[src/rtl/alu_defs.sv]
// Shared constants for the UART-driven ALU command interface.
package alu_defs;

    localparam int NB_UART_DATA = 8;

    localparam logic [2:0] ST_WAIT_A  = 3'd0;
    localparam logic [2:0] ST_WAIT_B  = 3'd1;
    localparam logic [2:0] ST_WAIT_OP = 3'd2;
    localparam logic [2:0] ST_CALC    = 3'd3;
    localparam logic [2:0] ST_SEND    = 3'd4;
    localparam logic [2:0] ST_WAIT_TX = 3'd5;

    typedef enum logic [2:0] {
        WAIT_A  = ST_WAIT_A,
        WAIT_B  = ST_WAIT_B,
        WAIT_OP = ST_WAIT_OP,
        CALC    = ST_CALC,
        SEND    = ST_SEND,
        WAIT_TX = ST_WAIT_TX
    } state_e;

    localparam logic [5:0] OP_ADD = 6'h20;
    localparam logic [5:0] OP_SUB = 6'h22;
    localparam logic [5:0] OP_AND = 6'h24;
    localparam logic [5:0] OP_OR  = 6'h25;
    localparam logic [5:0] OP_XOR = 6'h26;
    localparam logic [5:0] OP_SRA = 6'h03;
    localparam logic [5:0] OP_SRL = 6'h02;
    localparam logic [5:0] OP_NOR = 6'h27;

endpackage

[src/rtl/alu_uart_timeout.sv]
// Inter-byte silence counter; pulses o_expired on the last allowed idle cycle.
module alu_uart_timeout #(
    parameter int TIMEOUT_CYCLES = 1000000
) (
    input  logic i_clk,
    input  logic i_reset,
    input  logic i_clear,
    input  logic i_enable,
    output logic o_expired
);

    localparam int CW = (TIMEOUT_CYCLES > 1) ? $clog2(TIMEOUT_CYCLES) : 1;
    localparam logic [CW-1:0] LAST = CW'(TIMEOUT_CYCLES - 1);

    logic [CW-1:0] cnt_q;
    logic [CW-1:0] cnt_d;

    assign o_expired = i_enable & ~i_clear & (cnt_q == LAST);

    // Restart from zero on expiry so the counter never wraps past LAST.
    always_comb begin
        cnt_d = cnt_q;
        if (i_clear || o_expired) begin
            cnt_d = '0;
        end else if (i_enable) begin
            cnt_d = cnt_q + CW'(1);
        end
    end

    always_ff @(posedge i_clk) begin
        if (i_reset) begin
            cnt_q <= '0;
        end else begin
            cnt_q <= cnt_d;
        end
    end

endmodule

[src/rtl/alu_uart_if.sv]
// Serial command front-end for the ALU: collects A, B, opcode bytes,
// latches the ALU result and hands it to the UART transmitter.
module alu_uart_if
    import alu_defs::*;
#(
    parameter int NB_DATA        = 8,
    parameter int NB_OP          = 6,
    parameter int TIMEOUT_CYCLES = 1000000
) (
    input  logic                    i_clk,
    input  logic                    i_reset,
    input  logic [NB_UART_DATA-1:0] i_rx_data,
    input  logic                    i_rx_done,
    input  logic                    i_tx_done,
    input  logic [NB_DATA-1:0]      i_alu_result,
    output logic [NB_DATA-1:0]      o_alu_data_A,
    output logic [NB_DATA-1:0]      o_alu_data_B,
    output logic [NB_OP-1:0]        o_alu_op,
    output logic [NB_UART_DATA-1:0] o_tx_data,
    output logic                    o_tx_start,
    output logic                    o_busy
);

    state_e                  state_q;
    logic [NB_DATA-1:0]      a_q;
    logic [NB_DATA-1:0]      b_q;
    logic [NB_OP-1:0]        op_q;
    logic [NB_UART_DATA-1:0] tx_data_q;
    logic                    tx_start_q;
    logic                    busy_q;

    logic in_frame;
    logic expired;

    assign in_frame = (state_q == WAIT_B) || (state_q == WAIT_OP);

    alu_uart_timeout #(
        .TIMEOUT_CYCLES(TIMEOUT_CYCLES)
    ) u_timeout (
        .i_clk    (i_clk),
        .i_reset  (i_reset),
        .i_clear  (~in_frame | i_rx_done),
        .i_enable (in_frame & ~i_rx_done),
        .o_expired(expired)
    );

    always_ff @(posedge i_clk) begin
        if (i_reset) begin
            state_q    <= WAIT_A;
            a_q        <= '0;
            b_q        <= '0;
            op_q       <= '0;
            tx_data_q  <= '0;
            tx_start_q <= 1'b0;
            busy_q     <= 1'b0;
        end else begin
            tx_start_q <= 1'b0;
            unique case (state_q)
                WAIT_A: begin
                    if (i_rx_done) begin
                        a_q     <= i_rx_data[NB_DATA-1:0];
                        state_q <= WAIT_B;
                    end
                end
                WAIT_B: begin
                    if (i_rx_done) begin
                        b_q     <= i_rx_data[NB_DATA-1:0];
                        state_q <= WAIT_OP;
                    end else if (expired) begin
                        state_q <= WAIT_A;
                    end
                end
                WAIT_OP: begin
                    if (i_rx_done) begin
                        op_q    <= i_rx_data[NB_OP-1:0];
                        busy_q  <= 1'b1;
                        state_q <= CALC;
                    end else if (expired) begin
                        state_q <= WAIT_A;
                    end
                end
                // Pulse is raised here so it is visible during SEND.
                CALC: begin
                    tx_data_q  <= NB_UART_DATA'(i_alu_result);
                    tx_start_q <= 1'b1;
                    state_q    <= SEND;
                end
                SEND: begin
                    state_q <= WAIT_TX;
                end
                WAIT_TX: begin
                    if (i_tx_done) begin
                        busy_q  <= 1'b0;
                        state_q <= WAIT_A;
                    end
                end
                default: begin
                    state_q <= WAIT_A;
                end
            endcase
        end
    end

    assign o_alu_data_A = a_q;
    assign o_alu_data_B = b_q;
    assign o_alu_op     = op_q;
    assign o_tx_data    = tx_data_q;
    assign o_tx_start   = tx_start_q;
    assign o_busy       = busy_q;

endmodule

[config.mk]
export PLATFORM = sky130hd
export DESIGN_NAME = alu_uart_if
export DESIGN_NICKNAME = d
export VERILOG_FILES = /design/src/rtl/alu_defs.sv /design/src/rtl/alu_uart_timeout.sv /design/src/rtl/alu_uart_if.sv
export SDC_FILE = /design/constraint.sdc
export NUM_CORES = 1
export LEC_CHECK = 0
export ABC_AREA = 1
export BUFFER_PORTS_ARGS = -buffer_cell sky130_fd_sc_hd__buf_2
export CAP_MARGIN = 20
export CORE_MARGIN = 8
export CORE_UTILIZATION = 35
export CTS_BUF_LIST = sky130_fd_sc_hd__clkbuf_8
export DETAILED_ROUTE_END_ITERATION = 8
export HOLD_SLACK_MARGIN = 0.05
export PLACE_DENSITY = 0.66
export SLEW_MARGIN = 40
export SYNTH_ARGS = -nofsm -noshare
export SYNTH_HDL_FRONTEND = slang
export SYNTH_HIERARCHICAL = 1
export SYNTH_SLANG_ARGS = --single-unit
[constraint.sdc]
create_clock -name i_clk -period 3.9 [get_ports i_clk]
set_input_delay 0.78 -clock i_clk [delete_from_list [all_inputs] [get_ports i_clk]]
set_output_delay 0.78 -clock i_clk [all_outputs]
set_load 0.1 [all_outputs]
==> flow_summary.json <==
{
  "status": "completed",
  "die_w_um": 100,
  "drive_above_1_share_pct": 21.1,
  "synth_area_leaders": "dfxtp_1, nand2_1, nor2_1",
  "slowest_stage": "dfxtp_1",
  "power.total_uw": 1180,
  "cts_setup_buffers": 0,
  "ir_drop_uv": 131,
  "ys.flop_type": "dfxtp_1",
  "overflow": 0,
  "syn_inst": 345,
  "netlist_area_um2": 2490,
  "synth_cell_types": 28,
  "hold_depth": 2,
  "synth.top_cell.area_share_pct": 44.2,
  "max_slew_margin_pct": 54.7,
  "synth_most_common_cell": "nand2_1",
  "ys_seq_area_share_pct": 44.2,
  "clock_sinks": 55,
  "setup_viol": 0,
  "hold_buffers": 0,
  "synthesis.nets": 366,
  "grt_pass1_wl_um": 9030,
  "period_share_pct": 58.6,
  "min_path_type": "reg2reg",
  "clock_skew_ns": 0.0119,
  "multi_input_area_um2": 1170,
  "wirelength_um": 5390,
  "area_delta_synth_final_pct": 17.0,
  "nets": 414,
  "power-per-cell-area_nw_per_um2": 405,
  "h-tree-depth": 2,
  "synth_edf_count": 0,
  "crit_chain": "nand2_2 > a21oi_1 > inv_1 > nor2_1 > inv_1 > inv_1 > nand3_1 > nor2_1 > nand3_2 > inv_1 > inv_1 > nand2_1 > nor2_1 > nand2_1 > nand3_1 > nand2_1 > a21oi_1",
  "root_buffer": "clkbuf_8",
  "ys_seq_elements": 55,
  "cts_buffer_depth": 2,
  "ioPinCount": 52,
  "viasPerCell": 4.52,
  "crit_required_ns": 4.07,
  "max_cap_violations": 0,
  "cts_tree": "yes",
  "cpMostUsedCell": "inv_1",
  "cts_resized": 0,
  "ys.warnings.count": 6,
  "worstMarginPinSlew_ns": 0.680,
  "rsz0062_at_grt": "false",
  "numCtsBuffers": 5,
  "antenna_left": 0,
  "first_pass_iters": 4,
  "avgSynthCellArea_um2": 7.23,
  "setup-tns-final_ns": 0,
  "antenna_found_initial": 0,
  "grt_max_degree": 37,
  "hold_viol": 0,
  "place_hpwl_um": 4080,
  "start_util_pct": 36.5,
  "period_needed_ns": 2.28,
  "synthArstFlopShare_pct": 0,
  "end_kind": "flip-flop",
  "slew_violations": 0,
  "grt_usage_pct": 10.6,
  "synth_top_cells_by_count": "nand2_1, dfxtp_1, nor2_1",
  "worstSetupPathType": "reg2reg",
  "clk_pin_slew_ns": 0.09,
  "post_drt_wl_per_cell_um": 11.0,
  "regArea_um2": 1100,
  "reg2regPathDepth": 17,
  "fp.dieArea_um2": 10100,
  "numPortBuffers": 51,
  "clkLatencyLatePin_ns": 0.31,
  "fp.dieH_um": 100,
  "fp.coreArea_um2": 6830,
  "grt_pass1_vias": 2048,
  "arrival_ns": 2.45,
  "fillers": 719,
  "diodes": 0,
  "row_count": 30,
  "vias": 2213,
  "critPathLaunchType": "flip-flop",
  "leakage_uw": 0.00118,
  "gp_congestion": 0.851,
  "drc": 0,
  "drt-initial-drc-count": 78,
  "maxClockFrequency_ghz": 0.438,
  "critPathMaxStageDelay_ns": 0.45,
  "synth_top_area_cell": "dfxtp_1",
  "path_max_fanout": 7
}
==> metrics by stage <==
stage	utilization, %	std cells	instance area [um2]	setup slack (ns)	hold WS, ns
2_1_floorplan	-	345	2490	1.70	0.458
5_1_grt	42.7	490	2920	1.30	0.484
4_1_cts	42.7	490	2920	1.64	0.467
3_5_place_dp	41.0	482	2800	1.41	0.453
3_3_place_gp	41.0	482	2800	1.48	0.449
6_report	42.7	490	2920	1.62	0.466
==> cells in the final DEF (no fill, tap or decap), drive strengths merged <==
cell type,count
bufinv,1
nand3,14
nor3,7
nand2,95
nor2,60
clkinv,1
clkinvlp,1
o31ai,1
clkbuf,5
xor2,5
nand4,10
o21ai,1
or2,1
a211oi,6
dfxtp,55
nand3b,1
ha,1
inv,42
a21oi,32
xnor2,4
buf,51
==> power by group <==
part,leakage [uW],switching (uW),total [uW],internal [uW]
Combinational,0.000680,168,208,39.3
Sequential,0.000445,11.3,590,578
Clock,0.0000548,189,383,194
==> area by class of cell <==
| cell class | count | share of cell area (%) |
|---|---|---|
| Tap cell | 96 | 4.12 |
| Multi-Input combinational cell | 238 | 40.0 |
| Clock buffer | 5 | 2.36 |
| Timing Repair Buffer | 51 | 8.75 |
| Inverter | 42 | 5.45 |
| Sequential cell | 55 | 37.8 |
| Clock inverter | 3 | 1.59 |
==> state kept, by name, indices dropped and copies added, names as in the netlist <==
register	cells
o_alu_data_A	8
state_q	3
o_busy	1
o_tx_data	8
o_alu_data_B	8
o_alu_op	6
o_tx_start	1
u_timeout/cnt_q	20
==> worst paths after layout <==
path	from	slack, ns	to
setup / recovery	state_q[0]	1.62	state_q[0]
hold / removal	o_tx_data[3]	0.47	o_tx_data[3]
setup reg to reg	state_q[0]	1.62	state_q[0]
hold reg to reg	o_tx_data[3]	0.47	o_tx_data[3]
==> logic make-up after synthesis <==
logic type | synth area share [%]
AND/OR/NAND/NOR | 33.2
flip-flops | 44.2
buffers and inverters | 9.08
AO/OA/AOI/OAI | 9.93
XOR/XNOR | 3.16
adder cells (fa/ha/maj) | 0.502
==> per-layer routing <==
layer | up-vias | global-route usage [%] | part of all wire [%]
met4 | 0 | 2.79 | 0.69
met3 | 4 | 3.32 | 7.5
met1 | 982 | 11.9 | 47
met2 | 53 | 18.9 | 45
li1 | 1174 | - | -
met5 | - | 0 | 0
==> worst max-delay path, delay by kind of cell (launching register included) <==
| kind | cells | cell delay, ns |
|---|---|---|
| flip-flops | 1 | 0.45 |
| AND/OR/NAND/NOR | 10 | 1.11 |
| AO/OA/AOI/OAI | 2 | 0.21 |
| buffers and inverters | 5 | 0.37 |
Note: power is estimated with default switching activity, not from simulation.
